$ cat config.mk
export PLATFORM = sky130hd
export DESIGN_NAME = fft_stage4
export DESIGN_NICKNAME = d
export VERILOG_FILES = /design/src/rtl/fft_pkg.sv /design/src/rtl/fft_bf2.sv /design/src/rtl/fft_stage4.sv
export SDC_FILE = /design/constraint.sdc
export NUM_CORES = 1
export LEC_CHECK = 0
export CAP_MARGIN = 20
export CORE_ASPECT_RATIO = 1.2
export CORE_MARGIN = 2
export CORE_UTILIZATION = 60
export DETAILED_ROUTE_END_ITERATION = 7
export PLACE_DENSITY = 0.86
export SLEW_MARGIN = 20
export SYNTH_ARGS = -nofsm -noshare
export SYNTH_HDL_FRONTEND = slang
export SYNTH_SLANG_ARGS = --single-unit
$ cat constraint.sdc
create_clock -name clk -period 9.05 [get_ports clk]
set_input_delay 1.81 -clock clk [delete_from_list [all_inputs] [get_ports clk]]
set_output_delay 1.81 -clock clk [all_outputs]
set_load 0.03 [all_outputs]
$ cat src/rtl/fft_pkg.sv
// Shared constants and types for the 32-point SDF FFT pipeline.
package fft_pkg;

  localparam int FFT_N      = 32;
  localparam int FFT_DATA_W = 16;
  localparam int FFT_OUT_W  = FFT_DATA_W + 1;

  // Feedback delay depth of each radix-2 SDF stage.
  localparam int STAGE1_DELAY = 16;
  localparam int STAGE2_DELAY = 8;
  localparam int STAGE3_DELAY = 4;
  localparam int STAGE4_DELAY = 2;
  localparam int STAGE5_DELAY = 1;

  typedef enum logic [1:0] {
    IDLE  = 2'd0,
    RUN   = 2'd1,
    FLUSH = 2'd2
  } state_t;

  typedef struct packed {
    logic signed [FFT_OUT_W-1:0] re;
    logic signed [FFT_OUT_W-1:0] im;
  } cplx_t;

endpackage

$ cat src/rtl/fft_bf2.sv
// Combinational radix-2 butterfly: sum and difference of two complex operands.
module fft_bf2 #(
  parameter int W = 17
) (
  input  logic [W-1:0] a_r_i,
  input  logic [W-1:0] a_i_i,
  input  logic [W-1:0] b_r_i,
  input  logic [W-1:0] b_i_i,
  output logic [W-1:0] sum_r_o,
  output logic [W-1:0] sum_i_o,
  output logic [W-1:0] diff_r_o,
  output logic [W-1:0] diff_i_o
);

  assign sum_r_o  = a_r_i + b_r_i;
  assign sum_i_o  = a_i_i + b_i_i;
  assign diff_r_o = a_r_i - b_r_i;
  assign diff_i_o = a_i_i - b_i_i;

endmodule

$ cat src/rtl/fft_stage4.sv
// Stage 4 of the 32-point SDF DIF FFT: 2-deep feedback delay line, butterfly
// and inline -j rotation; one bit of growth on the outputs.
// Optional build macro FFT_STAGE4_SCALE_EN: outputs arithmetically shifted
// right by one (floor), same width and timing.
module fft_stage4
  import fft_pkg::*;
#(
  parameter int DATA_W = 16
) (
  input  logic              clk,
  input  logic              rst_n,
  input  logic              valid_i,
  input  logic [DATA_W-1:0] data_in_r,
  input  logic [DATA_W-1:0] data_in_i,
  output logic              valid_o,
  output logic [DATA_W:0]   data_out_r,
  output logic [DATA_W:0]   data_out_i
);

  localparam int OW = DATA_W + 1;

  state_t      state_q, state_d;
  logic [4:0]  k_q, k_d;
  logic        rearm_q, rearm_d;
  logic        shift_en;
  logic        valid_d;
  logic [1:0]  phase;

  logic [OW-1:0] dl_r_q [STAGE4_DELAY];
  logic [OW-1:0] dl_i_q [STAGE4_DELAY];
  logic [OW-1:0] head_r, head_i;
  logic [OW-1:0] x_r, x_i;
  logic [OW-1:0] sum_r, sum_i, diff_r, diff_i;
  logic [OW-1:0] push_r, push_i;
  logic [OW-1:0] emit_r, emit_i;
  logic [OW-1:0] out_r_d, out_i_d;
  logic [OW-1:0] out_r_q, out_i_q;
  logic          valid_q;

  assign phase  = k_q[1:0];
  assign x_r    = {data_in_r[DATA_W-1], data_in_r};
  assign x_i    = {data_in_i[DATA_W-1], data_in_i};
  assign head_r = dl_r_q[STAGE4_DELAY-1];
  assign head_i = dl_i_q[STAGE4_DELAY-1];

  fft_bf2 #(.W(OW)) u_bf2 (
    .a_r_i    (head_r),
    .a_i_i    (head_i),
    .b_r_i    (x_r),
    .b_i_i    (x_i),
    .sum_r_o  (sum_r),
    .sum_i_o  (sum_i),
    .diff_r_o (diff_r),
    .diff_i_o (diff_i)
  );

  // Control state register: frame state, sample index and rearm flag.
  always_ff @(posedge clk) begin
    if (!rst_n) begin
      state_q <= IDLE;
      k_q     <= '0;
      rearm_q <= 1'b1;
    end else begin
      state_q <= state_d;
      k_q     <= k_d;
      rearm_q <= rearm_d;
    end
  end

  // Next-state logic: start on valid_i only once rearmed, 32 samples, 2 flush cycles.
  always_comb begin
    state_d  = state_q;
    k_d      = k_q;
    rearm_d  = rearm_q;
    shift_en = 1'b0;
    valid_d  = 1'b0;
    case (state_q)
      IDLE: begin
        if (!valid_i) rearm_d = 1'b0;
        if (!rearm_q && valid_i) begin
          state_d  = RUN;
          k_d      = 5'd1;
          shift_en = 1'b1;
        end
      end
      RUN: begin
        shift_en = 1'b1;
        valid_d  = (k_q >= 5'd2);
        k_d      = k_q + 5'd1;  // wraps to 0 after x31, giving flush phases 0,1
        if (k_q == 5'd31) state_d = FLUSH;
      end
      FLUSH: begin
        shift_en = 1'b1;
        valid_d  = 1'b1;
        k_d      = k_q + 5'd1;
        if (k_q[0]) begin
          state_d = IDLE;
          k_d     = '0;
          rearm_d = 1'b1;
        end
      end
      default: state_d = IDLE;
    endcase
  end

  // Datapath select: phases 0/1 emit the stored difference (phase 1 rotated by -j),
  // phases 2/3 emit the butterfly sum and store the difference.
  always_comb begin
    push_r = phase[1] ? diff_r : x_r;
    push_i = phase[1] ? diff_i : x_i;
    if (phase[1]) begin
      emit_r = sum_r;
      emit_i = sum_i;
    end else if (phase[0]) begin
      emit_r = head_i;
      emit_i = '0 - head_r;
    end else begin
      emit_r = head_r;
      emit_i = head_i;
    end
`ifdef FFT_STAGE4_SCALE_EN
    out_r_d = {emit_r[OW-1], emit_r[OW-1:1]};
    out_i_d = {emit_i[OW-1], emit_i[OW-1:1]};
`else
    out_r_d = emit_r;
    out_i_d = emit_i;
`endif
  end

  // Feedback delay line: entry 0 takes the pushed value, later entries shift along.
  genvar gi;
  generate
    for (gi = 0; gi < STAGE4_DELAY; gi++) begin : g_dl
      if (gi == 0) begin : g_first
        always_ff @(posedge clk) begin
          if (!rst_n) begin
            dl_r_q[gi] <= '0;
            dl_i_q[gi] <= '0;
          end else if (shift_en) begin
            dl_r_q[gi] <= push_r;
            dl_i_q[gi] <= push_i;
          end
        end
      end else begin : g_rest
        always_ff @(posedge clk) begin
          if (!rst_n) begin
            dl_r_q[gi] <= '0;
            dl_i_q[gi] <= '0;
          end else if (shift_en) begin
            dl_r_q[gi] <= dl_r_q[gi-1];
            dl_i_q[gi] <= dl_i_q[gi-1];
          end
        end
      end
    end
  endgenerate

  // Output registers: load a result on every valid cycle, otherwise hold data.
  always_ff @(posedge clk) begin
    if (!rst_n) begin
      valid_q <= 1'b0;
      out_r_q <= '0;
      out_i_q <= '0;
    end else begin
      valid_q <= valid_d;
      if (valid_d) begin
        out_r_q <= out_r_d;
        out_i_q <= out_i_d;
      end
    end
  end

  assign valid_o    = valid_q;
  assign data_out_r = out_r_q;
  assign data_out_i = out_i_q;

endmodule

==> results of run 1 <==
-- cell usage in the layout (no fill, tap or decap), types with 16 or more instances in the layout --
cell type / instances
nor2b_1: 18
o31ai_1: 16
edfxtp_1: 68
a211oi_1: 22
xnor2_1: 34
nand2_1: 56
xor2_1: 27
o21ai_0: 42
dfxtp_1: 41
nor2_1: 108
mux2i_1: 31
ha_1: 74
inv_1: 69
and2_1: 39
clkdlybuf4s50_1: 69
a21oi_1: 96
-- critical path, cell delays in order --
cell and delay [ps]:
clkdlybuf4s50_1 460, ha_1 250, fa_1 410, nand2b_1 200, a21oi_1 300, o41ai_2 170
a2111oi_1 510, o21a_1 180, nor3_1 50, o21a_1 180
-- cells in the mapped netlist (4+ instances only) --
cell,count
a211oi_1,22
a21o_1,10
a21oi_1,96
a221oi_1,5
a311oi_1,6
a31oi_1,10
and2_1,39
and3_1,6
buf_1,6
buf_2,12
clkbuf_1,32
dfxtp_1,43
edfxtp_1,68
fa_1,4
ha_1,74
inv_1,69
mux2i_1,31
nand2_1,56
nand2b_1,14
nand3_1,11
nand4_1,6
nor2_1,108
nor2b_1,18
nor3_1,15
nor4_1,4
o211ai_1,14
o21a_1,7
o21ai_0,43
o21ai_1,6
o21bai_1,7
o22ai_1,4
o31ai_1,16
or3_1,7
or4_1,6
xnor2_1,34
xor2_1,27
-- how the worst max path moves through the flow --
stage                 start             end  slack (ps)  cells after the start
2_1_floorplan       valid_i    dl_i_q[0][0]        1760                      2
3_5_place_dp   data_in_r[5]  data_out_r[16]        4340                     10
6_report       data_in_r[0]   dl_r_q[0][14]        4660                     10
3_3_place_gp   data_in_r[5]  data_out_r[16]        4430                     10
5_1_grt        data_in_r[2]  data_out_r[16]        4460                     10
4_1_cts        data_in_r[5]  data_out_r[16]        4700                     10
-- cell type report --
class	instances	area (sq um)
multi-input combinational	758	5271
fill	1149	4506
sequential	111	2905
timing repair buffer	79	765.7
inverter	70	262.8
clock buffer	11	232.7
tap	175	219.0
clock inverter	4	71.32
-- power breakdown --
group / switching [mW] / total, mW / internal (mW)
Sequential: 0.0352 / 0.611 / 0.575
Clock: 0.187 / 0.427 / 0.241
Combinational: 0.244 / 0.409 / 0.165
Total: 0.466 / 1.45 / 0.981
-- cells by family after synthesis --
logic type                 Yosys count  share of synthesized area [%]
AOI/OAI and AO/OA                  283                          21.50
xor gates and xnor gates            61                          6.174
adders and majority gates           78                          11.63
and+or+nand+nor                    302                          17.45
DFF                                111                          33.55
muxes                               34                          3.976
buffers and inverters              123                          5.726
-- per-layer routing --
layer	global-route usage (%)	wire, microns
met1	36.85	9159
met2	52.69	11410
met3	2.998	1326
met4	13.28	739
met5	0	0
-- registers in the layout, summed over array words and instances, names as in the netlist --
signal	cells
data_out_i	17
dl_i_q	34
rearm_q	1
dl_r_q	34
valid_o	1
data_out_r	17
state_q	2
k_q	5
==> impl_metrics.csv, run 1 <==
group,metric,value,unit
cells_and_area,area_delta_synth_final,12.42,%
synthesis,avgSynthCellArea,8.723,sq um
critical_path,cp_max_fo,4,
critical_path,r2r_start,"dl_r_q[1][0]",
floorplan,num_rows,48,
clocking,cts_resized,0,
clocking,h-tree-depth,3,
timing,tns,0,ps
clocking,post-cts-setup-buffer-count,0,
min_path,hold-path-cell-count,2,
clocking,cts_max_path_buffers,2,
critical_path,path_class,"in -> reg",
floorplan,dieArea,0.01540,sq mm
timing,fmax,227.6,MHz
timing,rsz0062_at_grt,"false",
clocking,cts_tree,"yes",
timing,fin_crit,4394,ps
route,wl,22630,microns
timing,setup_viol,0,
clocking,cts_hold_buf,0,
cells_and_area,antenna_cells,0,
power,powerDensity,148.7,mW/mm^2
critical_path,worst_ep_arrival_time,4510,ps
power,ir_worst_vdd,0.09218,mV
min_path,holdPathEnd,"data_out_r[5]",
synthesis,ys_types,75,
synthesis,yosysWarnings,0,
critical_path,rr_endpoint,"dl_r_q[0][14]",
cells_and_area,postLayoutCoreUtil,68.35,%
synthesis,synth_edf_count,68,
cells_and_area,fin_cells,1208,
critical_path,crit_required,9170,ps
global_routing,grt.overflow.total,0,
synthesis,syn_nets,1105,
critical_path,start_kind,"input pin",
timing,min_period_over_period,48.55,%
critical_path,ff2ff_setup_slack,6030,ps
timing,max_slew.worst_pin.slew,824.2,ps
placed_design,dp_hpwl,16300,microns
placed_design,dp_slack,4340,ps
timing,fin_skew,7.291,ps
clocking,clk_pin_slew,70,ps
cells_and_area,final_cell_area,0.009728,sq mm
clocking,cts.sinks,111,
route,via_per_inst,6.211,
placed_design,io_buffer_count,69,
synthesis,ys.flop_type,"edfxtp_1",
route,drc,0,
timing,worst_slack,4656,ps
route,ant_nets,0,
global_routing,track_usage,29.81,%
min_path,hp-start,"data_out_r[5]",
floorplan,die-height,135.6,microns
cells_and_area,drive_above_1_share,4.840,%
global_routing,grt_antenna_before_repair,0,
clocking,numCtsBuffers,9,
timing,drv_slew,0,
floorplan,ios,70,
floorplan,die_w,113.6,microns
timing,finalHoldViolCount,0,
route,wl_per_cell,18.73,microns
global_routing,grt_pass1_vias,7266,
route,firstDrtPassIters,5,
synthesis,ys_async_sr_fraction,0,%
route,vias,7503,
power,total_power,1.447,mW
clocking,clockRootBuffer,"clkbuf_16",
placed_design,dp_cells,1193,
synthesis,syn_area,0.008653,sq mm
timing,relSlewSlack,44.85,%
critical_path,crit_path_end_kind,"flop",
placed_design,dpl-instance-area,0.009424,sq mm
synthesis,yosysSeqAreaShare,33.55,%
power,power.leakage,3.885,nW
global_routing,grt_pass1_wl,36160,microns
outcome,status,"completed",
min_path,hold_class,"reg -> reg",
floorplan,initial_utilization,60.79,%
route,first_iter_violations,565,
synthesis,synth-seq-cells,111,
global_routing,grt_max_degree,59,
job,drv_cap,0,
cells_and_area,fin_nets,1142,
critical_path,reg2reg_depth,10,
timing,hold_slack,455.9,ps
synthesis,synth_top_area_share,23.60,%
floorplan,coreArea,0.01423,sq mm
synthesis,synth_area_leaders,"edfxtp_1, ha_1, dfxtp_1",
placed_design,place.gp.congestion,0.9281,
synthesis,synth_top_cell_by_area,"edfxtp_1",
clocking,clock_latency,360,ps
synthesis,netlist_instances,992,
Power figures use the tool's default switching activity.
==> run 2: changes to the inputs <==
==> constraint.sdc (replaced) <==
create_clock -name clk -period 4.3 [get_ports clk]
set_input_delay 0.86 -clock clk [delete_from_list [all_inputs] [get_ports clk]]
set_output_delay 0.86 -clock clk [all_outputs]
set_load 0.03 [all_outputs]
==> run 2 against run 1 <==
  * Sequential power up 110%
  * Sequential cell count unchanged
  * Wire length down 1.7%
  * Worst setup slack worse by 3800 ps
  * Via count up 1.3%
  * Global-route usage down 0.088 points
  * Core utilization about the same
  * Largest cell class unchanged
==> impl_metrics.csv, run 2 (synthesis gave the netlist of run 1 again) <==
group,metric,value,unit
critical_path,crit_required,4420,ps
timing,min_period_over_period,81.05,%
critical_path,r2r_start,"dl_r_q[1][0]",
critical_path,crit_path_end_kind,"flop",
timing,setup_viol,0,
route,ant_nets,0,
power,combPwrFrac,29.0,%
critical_path,cp_common_cell,"o21a_1",
cells_and_area,mostFrequentLayoutCells,"nor2_1, a21oi_1, ha_1, inv_1, clkdlybuf4s50_1",
clocking,clock_latency,360,ps
floorplan,dieArea,0.01540,sq mm
cells_and_area,fin_nets,1143,
floorplan,die_w,113.6,microns
critical_path,reg2reg_depth,10,
timing,relSlewSlack,31.71,%
floorplan,initial_utilization,60.79,%
clocking,cts_tree,"yes",
critical_path,worst_ep_arrival_time,3610,ps
outcome,status,"completed",
floorplan,ios,70,
critical_path,slowest_stage,"a2111oi_1",
placed_design,dp_hpwl,16230,microns
critical_path,start_kind,"input pin",
global_routing,grt_max_degree,69,
timing,drv_slew,0,
critical_path,worst_path_largest_cell_delay,550,ps
power,ir_worst_vdd,0.1578,mV
critical_path,cpLargestDelayFamily,"compound AO/OA/AOI/OAI gates",
clocking,cts_max_path_buffers,2,
route,drc,0,
placed_design,place.gp.congestion,0.9342,
power,p_clk_share,27.7,%
timing,fmax,286.9,MHz
critical_path,path_class,"in -> reg",
clocking,cts_hold_buf,0,
global_routing,grt_antenna_before_repair,0,
timing,fin_skew,5.751,ps
critical_path,ff2ff_setup_slack,1230,ps
cells_and_area,final_common_cell,"nor2_1",
route,wl_per_cell,18.39,microns
timing,tns,0,ps
floorplan,num_rows,48,
clocking,numCtsBuffers,9,
timing,fin_crit,3485,ps
placed_design,dp_cells,1194,
timing,finalHoldViolCount,0,
critical_path,worstSetupStartpoint,"data_in_r[0]",
min_path,hold-path-cell-count,2,
power,cell_internal_pwr,1.976,mW
timing,worst_slack,814.8,ps
critical_path,crit_end,"dl_r_q[0][14]",
critical_path,worstPathBufferInverterCount,1,
route,firstDrtPassIters,6,
timing,max_slew.worst_pin.slew,1023,ps
cells_and_area,area_delta_synth_final,12.39,%
critical_path,cp_max_fo,4,
global_routing,grt_pass1_vias,7277,
clocking,cts.sinks,111,
job,drv_cap,0,
critical_path,rr_endpoint,"dl_r_q[0][14]",
power,p_seq_share,43.3,%
cells_and_area,drive_above_1_share,5.217,%
placed_design,dp_slack,510.9,ps
clocking,clockRootBuffer,"clkbuf_16",
clocking,h-tree-depth,3,
power,p_sw,0.9916,mW
clocking,clk_pin_slew,70,ps
route,via_per_inst,6.283,
clocking,cts_resized,0,
power,power.leakage,3.888,nW
route,vias,7603,
cells_and_area,reg.largest.list,"dl_i_q x34, dl_r_q x34",
global_routing,grt_pass1_wl,36010,microns
floorplan,coreArea,0.01423,sq mm
power,swShare,33.41,%
critical_path,worst-path-stages,10,
floorplan,die-height,135.6,microns
cells_and_area,fin_cells,1210,
global_routing,grt.overflow.total,0,
route,first_iter_violations,643,
route,wl,22250,microns
min_path,hold_class,"reg -> reg",
critical_path,cp_cell_sequence,"clkdlybuf4s50_1 > ha_1 > fa_1 > nand2b_1 > a21oi_1 > o41ai_2 > a2111oi_1 > o21a_1 > nor3_1 > o21a_1",
power,powerDensity,305.1,mW/mm^2
clocking,post-cts-setup-buffer-count,0,
timing,rsz0062_at_grt,"false",
cells_and_area,antenna_cells,0,
cells_and_area,postLayoutCoreUtil,68.33,%
placed_design,io_buffer_count,69,
global_routing,track_usage,29.72,%
run 2: cell count changes in the layout (fill, tap and decap cells not counted):
cell	delta
inv_6	+3
bufinv_16	-2
buf_12	+1
clkbuf_1	-1
clkbuf_8	+1
clkinv_1	-1
clkinv_2	+1
run 2: power groups by stage:
stage | Sequential (mW) | Clock [mW] | Combinational [mW]
after floorplan | 1.28 | 0 | 0.653
after global placement | 1.30 | 0 | 0.830
after detailed placement | 1.31 | 0 | 0.847
after CTS | 1.28 | 0.827 | 0.855
after global routing | 1.29 | 0.873 | 0.952
final | 1.28 | 0.822 | 0.862
run 2: metal layers:
metal	global-route usage (%)	share of wire (%)
met5	0	0
met4	16.46	5.2
met3	4.027	6.1
met2	50.43	48
met1	36.50	40
run 2: through the flow:
stage / hold slack, ps / instance area (sq um) / power [mW]
2_1_floorplan: 461.5 / 8657 / 1.930
3_3_place_gp: 444.5 / 9444 / 2.135
3_5_place_dp: 450.7 / 9444 / 2.154
4_1_cts: 469.5 / 9726 / 2.964
5_1_grt: 481.0 / 9726 / 3.116
6_report: 465.6 / 9726 / 2.967
run 2: worst reg2reg max path: stages, from the launching register on:
cell and delay [ps]:
edfxtp_1 450, inv_1 120, ha_1 230, fa_1 420, nand2b_1 190, a21oi_1 280
o41ai_2 180, a2111oi_1 550, o21a_1 180, nor3_1 40, o21a_1 210
run 2: cell type report:
class,instances,area (sq um)
Sequential cell,111,2905
Clock inverter,5,38.79
Clock buffer,11,242.7
Multi-Input combinational cell,758,5271
Timing Repair Buffer,80,785.8
Fill cell,1186,4508
Inverter,70,262.8
Tap cell,175,219.0
run 2: worst min path at each step:
| stage | start | endpoint |
|---|---|---|
| floorplan | k_q[2] | k_q[2] |
| finish | data_out_r[10] | data_out_r[10] |
| global route | data_out_i[1] | data_out_i[1] |
| global placement | data_out_r[5] | data_out_r[5] |
| CTS | data_out_i[1] | data_out_i[1] |
| detailed placement | data_out_r[10] | data_out_r[10] |
==> run 3: changes to the inputs <==
--- a/config.mk
+++ b/config.mk
@@ -8,9 +8,9 @@
 export CAP_MARGIN = 20
 export CORE_ASPECT_RATIO = 1.2
 export CORE_MARGIN = 2
-export CORE_UTILIZATION = 60
+export CORE_UTILIZATION = 54
 export DETAILED_ROUTE_END_ITERATION = 7
-export PLACE_DENSITY = 0.86
+export PLACE_DENSITY = 0.82
 export SLEW_MARGIN = 20
 export SYNTH_ARGS = -nofsm -noshare
 export SYNTH_HDL_FRONTEND = slang
==> constraint.sdc (replaced) <==
create_clock -name clk -period 3.2 [get_ports clk]
set_input_delay 0.64 -clock clk [delete_from_list [all_inputs] [get_ports clk]]
set_output_delay 0.64 -clock clk [all_outputs]
set_load 0.03 [all_outputs]
==> run 3 against run 2 <==
  * Worst hold slack got worse by 18 ps
  * Worst setup slack got worse by 660 ps
  * Wire length rose by 6.3%
==> impl_metrics.csv, run 3 (synthesis gave the netlist of run 1 again) <==
group,metric,value,unit
critical_path,reg2reg_depth,11,
cells_and_area,ff_latch_area,0.002905,sq mm
timing,relSlewSlack,40.65,%
clocking,clockRootBuffer,"clkbuf_16",
global_routing,grt_pass1_wl,37650,microns
cells_and_area,mostFrequentLayoutCells,"nor2_1, a21oi_1, buf_4, ha_1",
critical_path,r2r_start,"dl_r_q[1][0]",
global_routing,grt_antenna_before_repair,0,
cells_and_area,area_delta_synth_final,19.90,%
power,ir_worst_vdd,0.2298,mV
critical_path,slowest_stage,"clkdlybuf4s50_1",
clocking,clock_latency,370,ps
cells_and_area,fin_cells,1318,
timing,max_slew.worst_pin.slew,886.9,ps
route,wl,23650,microns
outcome,status,"completed",
route,via_per_inst,5.997,
global_routing,grt.overflow.total,0,
floorplan,die_w,119.6,microns
placed_design,dp_cells,1302,
floorplan,dieArea,0.01706,sq mm
power,power.leakage,4.273,nW
route,top_layer,"met4",
route,met1Wirelength,9774,microns
timing,fin_skew,11.00,ps
cells_and_area,drive_above_1_share,11.89,%
critical_path,cp_max_fo,3,
clocking,post-cts-setup-buffer-count,0,
critical_path,rr_endpoint,"dl_r_q[0][12]",
critical_path,worst-path-stages,11,
critical_path,cpLargestDelayFamily,"compound AO/OA/AOI/OAI gates",
critical_path,crit_path_end_kind,"flop",
critical_path,cp_cell_sequence,"clkdlybuf4s50_1 > ha_1 > fa_1 > nand2b_1 > a21oi_1 > o41ai_2 > buf_4 > nand2_1 > a31oi_1 > mux2i_1 > o31ai_1",
clocking,h-tree-depth,3,
critical_path,worstSetupStartpoint,"data_in_r[0]",
clocking,cts_hold_buf,0,
cells_and_area,fin_nets,1218,
min_path,hold_class,"reg -> reg",
route,drc,0,
clocking,numCtsBuffers,9,
global_routing,grt_pass1_vias,7633,
job,drv_cap,0,
timing,setup_viol,0,
critical_path,worst_ep_arrival_time,3140,ps
cells_and_area,antenna_cells,0,
power,powerDensity,409.0,mW/mm^2
critical_path,ff2ff_setup_slack,300,ps
cells_and_area,nFillCells,1247,
floorplan,initial_utilization,55.33,%
route,wl_per_cell,17.94,microns
floorplan,num_rows,50,
clocking,cts.sinks,111,
floorplan,die-height,142.7,microns
placed_design,place.gp.congestion,0.9987,
global_routing,track_usage,27.79,%
route,firstDrtPassIters,6,
timing,hold_slack,447.9,ps
critical_path,crit_end,"dl_r_q[0][12]",
timing,rsz0062_at_grt,"false",
route,met3WireLength,1560,microns
placed_design,dp_hpwl,17470,microns
critical_path,worstPathBufferInverterCount,2,
clocking,clk_pin_slew,70,ps
floorplan,ios,70,
cells_and_area,final_common_cell,"nor2_1",
critical_path,start_kind,"input pin",
clocking,cts_max_path_buffers,2,
critical_path,worst_path_largest_cell_delay,500,ps
placed_design,io_buffer_count,69,
floorplan,coreArea,0.01564,sq mm
critical_path,path_class,"in -> reg",
clocking,cts_tree,"yes",
critical_path,crit_required,3300,ps
timing,fmax,328.7,MHz
cells_and_area,reg.largest.list,"dl_i_q x34, dl_r_q x34",
route,routed-wl-met2,11210,microns
timing,fin_crit,3042,ps
timing,drv_slew,0,
timing,finalHoldViolCount,0,
global_routing,grt_max_degree,69,
route,vias,7904,
route,ant_nets,0,
route,first_iter_violations,589,
timing,min_period_over_period,95.06,%
cells_and_area,multi_input_area,0.005285,sq mm
## run 3: layout make-up
class	instances	area share [%]
clock buffers	13	2.822
repair buffers	155	13.00
inverters	70	2.533
flip-flops and latches	111	28.00
well taps	208	2.508
multi-input cells	758	50.94
clock inverters	3	0.1930
## run 3: power by group
part / switching (mW) / internal, mW
Combinational: 0.736 / 0.586
Sequential: 0.0964 / 1.63
Clock: 0.550 / 0.648
## run 3: layer usage
layer | vias to the layer above | track usage (%)
met2 | 341 | 47.85
met5 | - | 0
met3 | 82 | 3.155
met1 | 3715 | 34.39
li1 | 3766 | -
met4 | 0 | 14.30
## run 3: how the worst min path moves through the flow
| stage | cells after the start | endpoint | slack, ps | start |
|---|---|---|---|---|
| after floorplan | 2 | k_q[2] | 460 | k_q[2] |
| after global routing | 2 | data_out_i[16] | 480 | data_out_i[16] |
| after detailed placement | 2 | data_out_i[16] | 440 | data_out_i[16] |
| after global placement | 2 | data_out_i[16] | 440 | data_out_i[16] |
| after CTS | 2 | data_out_i[16] | 450 | data_out_i[16] |
| final | 2 | data_out_i[16] | 450 | data_out_i[16] |
## run 3: timing repair
action / 4_1_cts / 5_1_grt
setup endpoints to repair: 0 / 3
endpoints found under the hold margin: 0 / 0
resized for setup: 0 / 3
## run 3: worst min-delay path, stage by stage, from the launching register on
cell and delay (ps):
dfxtp_1 310, nand2_1 50, o21ai_1 50
## run 3: stage by stage
stage	power [mW]	instance area [sq um]	worst slack, ps	TNS [ps]	util (%)
final	4.243	10380	158.0	0	66.34
after global routing	4.432	10380	16.14	0	66.34
after CTS	4.227	10360	56.85	0	66.25
after detailed placement	3.040	10050	-186.1	-1107	64.25
after global placement	3.003	10050	-155.3	-492.4	64.25
after floorplan	2.594	8657	83.20	0	-
